==> src/rtl/uart_rx.sv <==
// UART receiver, 8N1, LSB first. It double-flops the asynchronous RXD pin and
// emits each received byte with a one-cycle valid strobe. A stop bit sampled
// low produces a one-cycle framing-error strobe instead.
module uart_rx #(
   parameter int unsigned FREQ = 50_000_000,
   parameter int unsigned RATE = 2_000_000
) (
   input  logic       clk,
   input  logic       rst,
   input  logic       i_rx,
   output logic [7:0] o_data,
   output logic       o_vld,
   output logic       o_err
);

   localparam int unsigned DIV  = (FREQ + RATE / 2) / RATE;
   localparam int unsigned HALF = DIV / 2;
   localparam int unsigned CW   = $clog2(DIV);

   localparam logic [CW-1:0] CntHalfLast = CW'(HALF - 1);
   localparam logic [CW-1:0] CntBitLast  = CW'(DIV - 1);

   // With fewer than four clocks per bit there is no usable mid-bit sample point.
   if (DIV < 4) begin : g_div_check
      $error("uart_rx: FREQ/RATE gives DIV < 4");
   end

   typedef enum logic [2:0] {
      StIdle,
      StStart,
      StData,
      StStop,
      StBreak
   } state_e;

   state_e        state_q, state_d;
   logic          rx_s1_q, rx_s_q;
   logic [CW-1:0] cnt_q, cnt_d;
   logic [2:0]    bit_idx_q, bit_idx_d;
   logic [7:0]    shreg_q, shreg_d;
   logic [7:0]    data_q, data_d;
   logic          vld_q, vld_d;
   logic          err_q, err_d;

   // State, synchroniser and output registers; synchronous active-high reset.
   always_ff @(posedge clk) begin
      if (rst) begin
         rx_s1_q   <= 1'b1;
         rx_s_q    <= 1'b1;
         state_q   <= StIdle;
         cnt_q     <= '0;
         bit_idx_q <= '0;
         shreg_q   <= '0;
         data_q    <= '0;
         vld_q     <= 1'b0;
         err_q     <= 1'b0;
      end else begin
         rx_s1_q   <= i_rx;
         rx_s_q    <= rx_s1_q;
         state_q   <= state_d;
         cnt_q     <= cnt_d;
         bit_idx_q <= bit_idx_d;
         shreg_q   <= shreg_d;
         data_q    <= data_d;
         vld_q     <= vld_d;
         err_q     <= err_d;
      end
   end

   // Next-state logic: bit timing, sampling, and strobe generation.
   always_comb begin
      state_d   = state_q;
      cnt_d     = cnt_q;
      bit_idx_d = bit_idx_q;
      shreg_d   = shreg_q;
      data_d    = data_q;
      vld_d     = 1'b0;
      err_d     = 1'b0;

      unique case (state_q)
         StIdle: begin
            cnt_d     = '0;
            bit_idx_d = '0;
            if (!rx_s_q) begin
               state_d = StStart;
            end
         end
         StStart: begin
            cnt_d = cnt_q + CW'(1);
            // Mid start bit: a high line here was only a glitch.
            if (cnt_q == CntHalfLast) begin
               cnt_d     = '0;
               bit_idx_d = '0;
               state_d   = rx_s_q ? StIdle : StData;
            end
         end
         StData: begin
            cnt_d = cnt_q + CW'(1);
            if (cnt_q == CntBitLast) begin
               cnt_d     = '0;
               shreg_d   = {rx_s_q, shreg_q[7:1]};
               bit_idx_d = bit_idx_q + 3'd1;
               if (bit_idx_q == 3'd7) begin
                  state_d = StStop;
               end
            end
         end
         StStop: begin
            cnt_d = cnt_q + CW'(1);
            if (cnt_q == CntBitLast) begin
               cnt_d = '0;
               if (rx_s_q) begin
                  data_d  = shreg_q;
                  vld_d   = 1'b1;
                  state_d = StIdle;
               end else begin
                  err_d   = 1'b1;
                  state_d = StBreak;
               end
            end
         end
         StBreak: begin
            // Hold off until the line returns high so a stuck-low line cannot re-trigger.
            cnt_d = '0;
            if (rx_s_q) begin
               state_d = StIdle;
            end
         end
         default: begin
            state_d = StIdle;
         end
      endcase
   end

   assign o_data = data_q;
   assign o_vld  = vld_q;
   assign o_err  = err_q;

endmodule

==> config.mk <==
export PLATFORM = sky130hd
export DESIGN_NAME = uart_rx
export DESIGN_NICKNAME = d
export VERILOG_FILES = /design/src/rtl/uart_rx.sv
export SDC_FILE = /design/constraint.sdc
export NUM_CORES = 1
export LEC_CHECK = 0
export CAP_MARGIN = 10
export CORE_MARGIN = 8
export CORE_UTILIZATION = 42
export CTS_BUF_LIST = sky130_fd_sc_hd__clkbuf_8
export DETAILED_ROUTE_END_ITERATION = 10
export PLACE_DENSITY = 0.69
export SETUP_SLACK_MARGIN = 0.05
export SLEW_MARGIN = 20
export SYNTH_ARGS = -nofsm -noshare
export SYNTH_HDL_FRONTEND = slang
export SYNTH_SLANG_ARGS = --single-unit
==> constraint.sdc <==
create_clock -name clk -period 3.84 [get_ports clk]
set_clock_uncertainty 0.05 [all_clocks]
set_input_delay 0.768 -clock clk [delete_from_list [all_inputs] [get_ports clk]]
set_output_delay 0.768 -clock clk [all_outputs]
set_load 0.01 [all_outputs]
Yosys cells after proc, flatten, opt, wreduce, memory -nomap -nowiden
Index checks and enable logic that the tools add are counted.
{ "op_classes": {"n_bitwise": 2, "n_eq_ne": 13, "reduce_logical": 10, "add_sub_neg": 2, "mux": 17} }
{ "op_table": {"columns": ["cell", "n"], "rows": [
  ["3-bit 2-to-1 mux", 9],
  ["3-bit case mux with 5 select lines", 1],
  ["5-bit case mux with 3 select lines", 1],
  ["2-bit != test, second input constant", 6],
  ["5-bit 2-to-1 mux", 2],
  ["3-bit case mux with 3 select lines", 1],
  ["3-bit by 2-bit equality test with 1-bit output, second input constant", 2],
  ["3-bit equality test, second input constant", 2],
  ["3-bit AND reduction", 2],
  ["6-bit AND reduction", 1],
  ["3-bit nonzero test", 2],
  ["5-bit by 1-bit adder with 5-bit output, second input constant", 1],
  ["5-bit by 4-bit equality test with 1-bit output, second input constant", 1],
  ["5-bit equality test, second input constant", 1],
  ["2-bit OR reduction", 2],
  ["3-bit by 1-bit adder with 3-bit output, second input constant", 1],
  ["3-bit by 1-bit equality test with 1-bit output, second input constant", 1],
  ["3-bit logical NOT", 1],
  ["3-bit OR reduction", 1],
  ["1-bit 2-to-1 mux", 2],
  ["2-bit 2-to-1 mux", 1],
  ["1-bit inverter", 2],
  ["2-bit AND reduction", 1]
]} }
{ "word_totals": {"wordCells": 53, "output_inout_bits": 10, "inputBits": 3, "ff_bits": 31} }

Depth between registers and ports, before layout
{ "logic_depth": {"ltp_word": 4, "ltp_mapped": 6, "depth_no_buf": 5} }

Least setup slack after synthesis
Ideal clock, no wire load.
{ "synth_path": {"path_type": "register to register", "from": "register cnt_q[1]", "to": "register cnt_q[0]", "setup_slack_ns": 2.346, "stages_incl_launch_ff": 6, "arrival_time_ns": 1.307, "setup_time_ns": 0.138, "cell_sequence": "dfxtp_1 > ha_1 > or3b_1 > buf_2 > a211oi_4 > nor3_1"} }
{ "synth_between": {"elab_chain_cells": 3} }
{ "synth_rtl": {"columns": ["item", "line", "rtl"], "rows": [
  ["start: declaration", "38", "logic [CW-1:0] cnt_q, cnt_d;"],
  ["start signal: assignment", "61", "cnt_q <= cnt_d;"],
  ["5-bit equality test / 5-bit by 4-bit equality test with 1-bit output (equally long branches)", "99, 110, 91", null],
  ["5-bit 2-to-1 mux, on equally long branches", "99, 110, 91", null],
  ["5-bit case mux with 3 select lines *", "80", "unique case (state_q)"]
]} }
Every way passes the cells marked *; elsewhere a longest branch is shown, timed or not.
A chain may end at the register's enable or synchronous reset.

Final worst setup path
{ "layout_path": {"from": "register cnt_q[0]", "to": "register state_q[0]"} }
{ "layout_between": {"elab_chain_cells": 3} }
{ "layout_rtl": {"columns": ["item", "line", "rtl"], "rows": [
  ["5-bit equality test / 5-bit by 4-bit equality test with 1-bit output (equally long branches)", "99, 110, 91", null],
  ["2-bit != test (no line)", null, null],
  ["6-bit AND reduction (no line) *", null, null],
  ["end signal: assignment", "50", "state_q <= StIdle;"],
  ["end signal: assignment", "60", "state_q <= state_d;"],
  ["end: declaration", "36", "state_e state_q, state_d;"]
]} }
Marks and branches as above.

==> flow_metrics.tcl <==
set metrics [dict create \
    r2r_setup_slack_ps 1780 \
    final_cell_mix "dfxtp_1, nand3_1, o21ai_0" \
    antenna_found_initial 0 \
    start_util_pct 42.97 \
    port_buffers 12 \
    ioPinCount 13 \
    first_pass_iters 4 \
    synth_nets 165 \
    fin_crit_sh_pct 53.62 \
    grt_pass1_vias 1259 \
    gr-total-overflow 0 \
    grt_pass1_wl_um 5637 \
    fin_nets 174 \
    syn_inst 158 \
    min_path_cells 1 \
    cts_made_buffers 5 \
    p_seq_share_pct 48.6 \
    postSynthAreaPerCell_um2 8.861 \
    setup_viol 0 \
    multi_input_area_um2 708.2 \
    power_frac_clock_pct 49.3 \
    worstHoldStart "rx_s1_q" \
    grt_max_degree 26 \
    combPwrFrac_pct 2.1 \
    cp-start-kind "flop" \
    timing.setup.tns_ps 0 \
    cp-startpoint "cnt_q[0]" \
    p_int_mw 0.5388 \
    cp.required_ps 3970 \
    first_iter_violations 137 \
    drt-vias-per-instance 5.654 \
    register_area_um2 620.6 \
    dp_hpwl_um 1991 \
    cts_resized 0 \
    final_common_cell "dfxtp_1" \
    holdBufCountCts 0 \
    hp-class "flop to flop" \
    switchingPower_mw 0.1338 \
    dp_slack_ps 1591 \
    setup_slack_ps 1781 \
    syn_area_um2 1400 \
    ys_warn_count 0 \
    cts_tree "yes" \
    fillers 348 \
    p_per_area_nw_per_um2 406.7 \
    wl_per_cell_um 14.38 \
    num_antenna_cells 0 \
    period_needed_ps 2059 \
    synth_seq_cells 31 \
    gr-usage-all-layers_pct 13.27 \
    async_flop_share_pct 0 \
    rr_worst_depth 5 \
    yosysUniqueCellTypes 35 \
    die_area_um2 5437 \
    maxSlewHeadroom_pct 49.11 \
    ys_seq_area_share_pct 44.33 \
    clk_path_buf_depth 2 \
    clkTransAtPathRegs_ps 60 \
    post_dp_cell_area_um2 1536 \
    crit_type "flop to flop" \
    clk_latency_ps 280 \
    swShare_pct 19.89 \
    die_y_um 73.74 \
    cp.arrival_ps 2190 \
    routed_wl_um 3077 \
    htree_levels 2 \
    synth_edf_count 0 \
    place_congestion 0.8401 \
    max_freq_ghz 0.4857 \
    worst_slew_pin_slew_ps 762.7 \
    drc 0 \
    cts.sinks 31 \
    post-route-cell-area_um2 1654 \
    r2r_start "cnt_q[0]" \
    worstPathMaxFanout 22 \
    rsz0062_at_grt "false" \
    p_leak_nw 0.5502 \
    core_um2 3258 \
    min_to "rx_s_q" \
    num_vias 1210 \
    ant_nets 0 \
    status "completed" \
    cap_viol_max_count 0 \
    row_count 21 \
    area_growth_pct 18.14 \
    hold_viol 0 \
    finalMaxSlewViolations 0 \
    drive_gt1_share_pct 8.929 \
    rr_endpoint "state_q[0]" \
    vdd_drop_max_uv 361.2 \
    synthFlopType "dfxtp_1" \
    cts_setup_buffers 0 \
    end_kind "flop" \
    die_w_um 73.74 \
    root_buffer "clkbuf_8" \
]
==> worst max path at each step <==
stage	end	depth (start not counted)	slack (ps)
floorplan	cnt_q[0]	5	2350
global placement	cnt_q[0]	5	1680
detailed placement	cnt_q[2]	5	1590
CTS	state_q[0]	5	1770
global route	state_q[0]	5	1620
finish	state_q[0]	5	1780
==> cell usage after synthesis (all sizes together), types with 3 or more instances <==
library cell / n / share of area (%)
dfxtp: 31 / 44
nand3: 21 / 7.5
o21ai: 20 / 7.1
a21oi: 19 / 6.8
buf: 6 / 2.1
inv: 6 / 1.6
clkbuf: 5 / 1.3
nor2: 5 / 1.3
a211oi: 4 / 3.0
ha: 4 / 3.6
and4b: 3 / 2.1
nor4: 3 / 1.3
or3: 3 / 1.3
==> layout make-up <==
| type | instances | share of cell area (%) |
|---|---|---|
| Inverter | 6 | 1.362 |
| Tap cell | 46 | 3.480 |
| Multi-Input combinational cell | 110 | 42.81 |
| Clock inverter | 2 | 2.118 |
| Clock buffer | 6 | 4.992 |
| Timing Repair Buffer | 13 | 7.716 |
| Sequential cell | 31 | 37.52 |
==> cells by family (layout without fill, tap and decap cells) <==
logic type	count (synthesis)	in the layout	share of synthesized area, %
DFF	31	31	44.33
buffers and inverters	17	27	5.094
adders and majority gates	4	4	3.575
muxes	1	1	0.7150
AOI/OAI and AO/OA	54	54	23.86
and+or+nand+nor	50	50	21.81
xor gates and xnor gates	1	1	0.6257
==> per-stage QoR <==
| stage | std cells | hold WS [ps] | util (%) | total power [mW] |
|---|---|---|---|---|
| after floorplan | 158 | 339.5 | - | 0.3423 |
| after global placement | 206 | 343.0 | 47.16 | 0.3473 |
| after detailed placement | 206 | 345.7 | 47.16 | 0.3481 |
| after CTS | 214 | 361.2 | 50.77 | 0.6802 |
| after global routing | 214 | 388.0 | 50.77 | 0.6957 |
| final | 214 | 357.4 | 50.77 | 0.6727 |
==> registers in the layout (all words and copies together), names as in the netlist <==
signal and count:
o_err 1, o_vld 1, rx_s_q 1, shreg_q 8
o_data 8, rx_s1_q 1, state_q 3, bit_idx_q 3
cnt_q 5
==> layer usage <==
layer  up-vias  global-route usage [%]  share of wire [%]
met5         -                       0                  0
met4         0                   6.208                1.6
met3         8                   5.321                6.8
met2        31                   21.65                 48
met1       568                   14.61                 44
li1        603                       -                  -
==> power by group through the flow <==
stage                     sequential [mW]  clock, mW  combinational [mW]
final                               0.327      0.332              0.0139
after global routing                0.327      0.353              0.0156
after detailed placement            0.334          0              0.0138
after CTS                           0.327      0.339              0.0138
after floorplan                     0.332          0              0.0102
after global placement              0.334          0              0.0131
==> critical path, stage by stage (launching register included) <==
cell and delay [ps]:
dfxtp_1 320, inv_1 90, ha_1 210, and4b_1 710, a311oi_1 220, a2111oi_2 350
No activity file was read; power rests on OpenSTA's default activity.
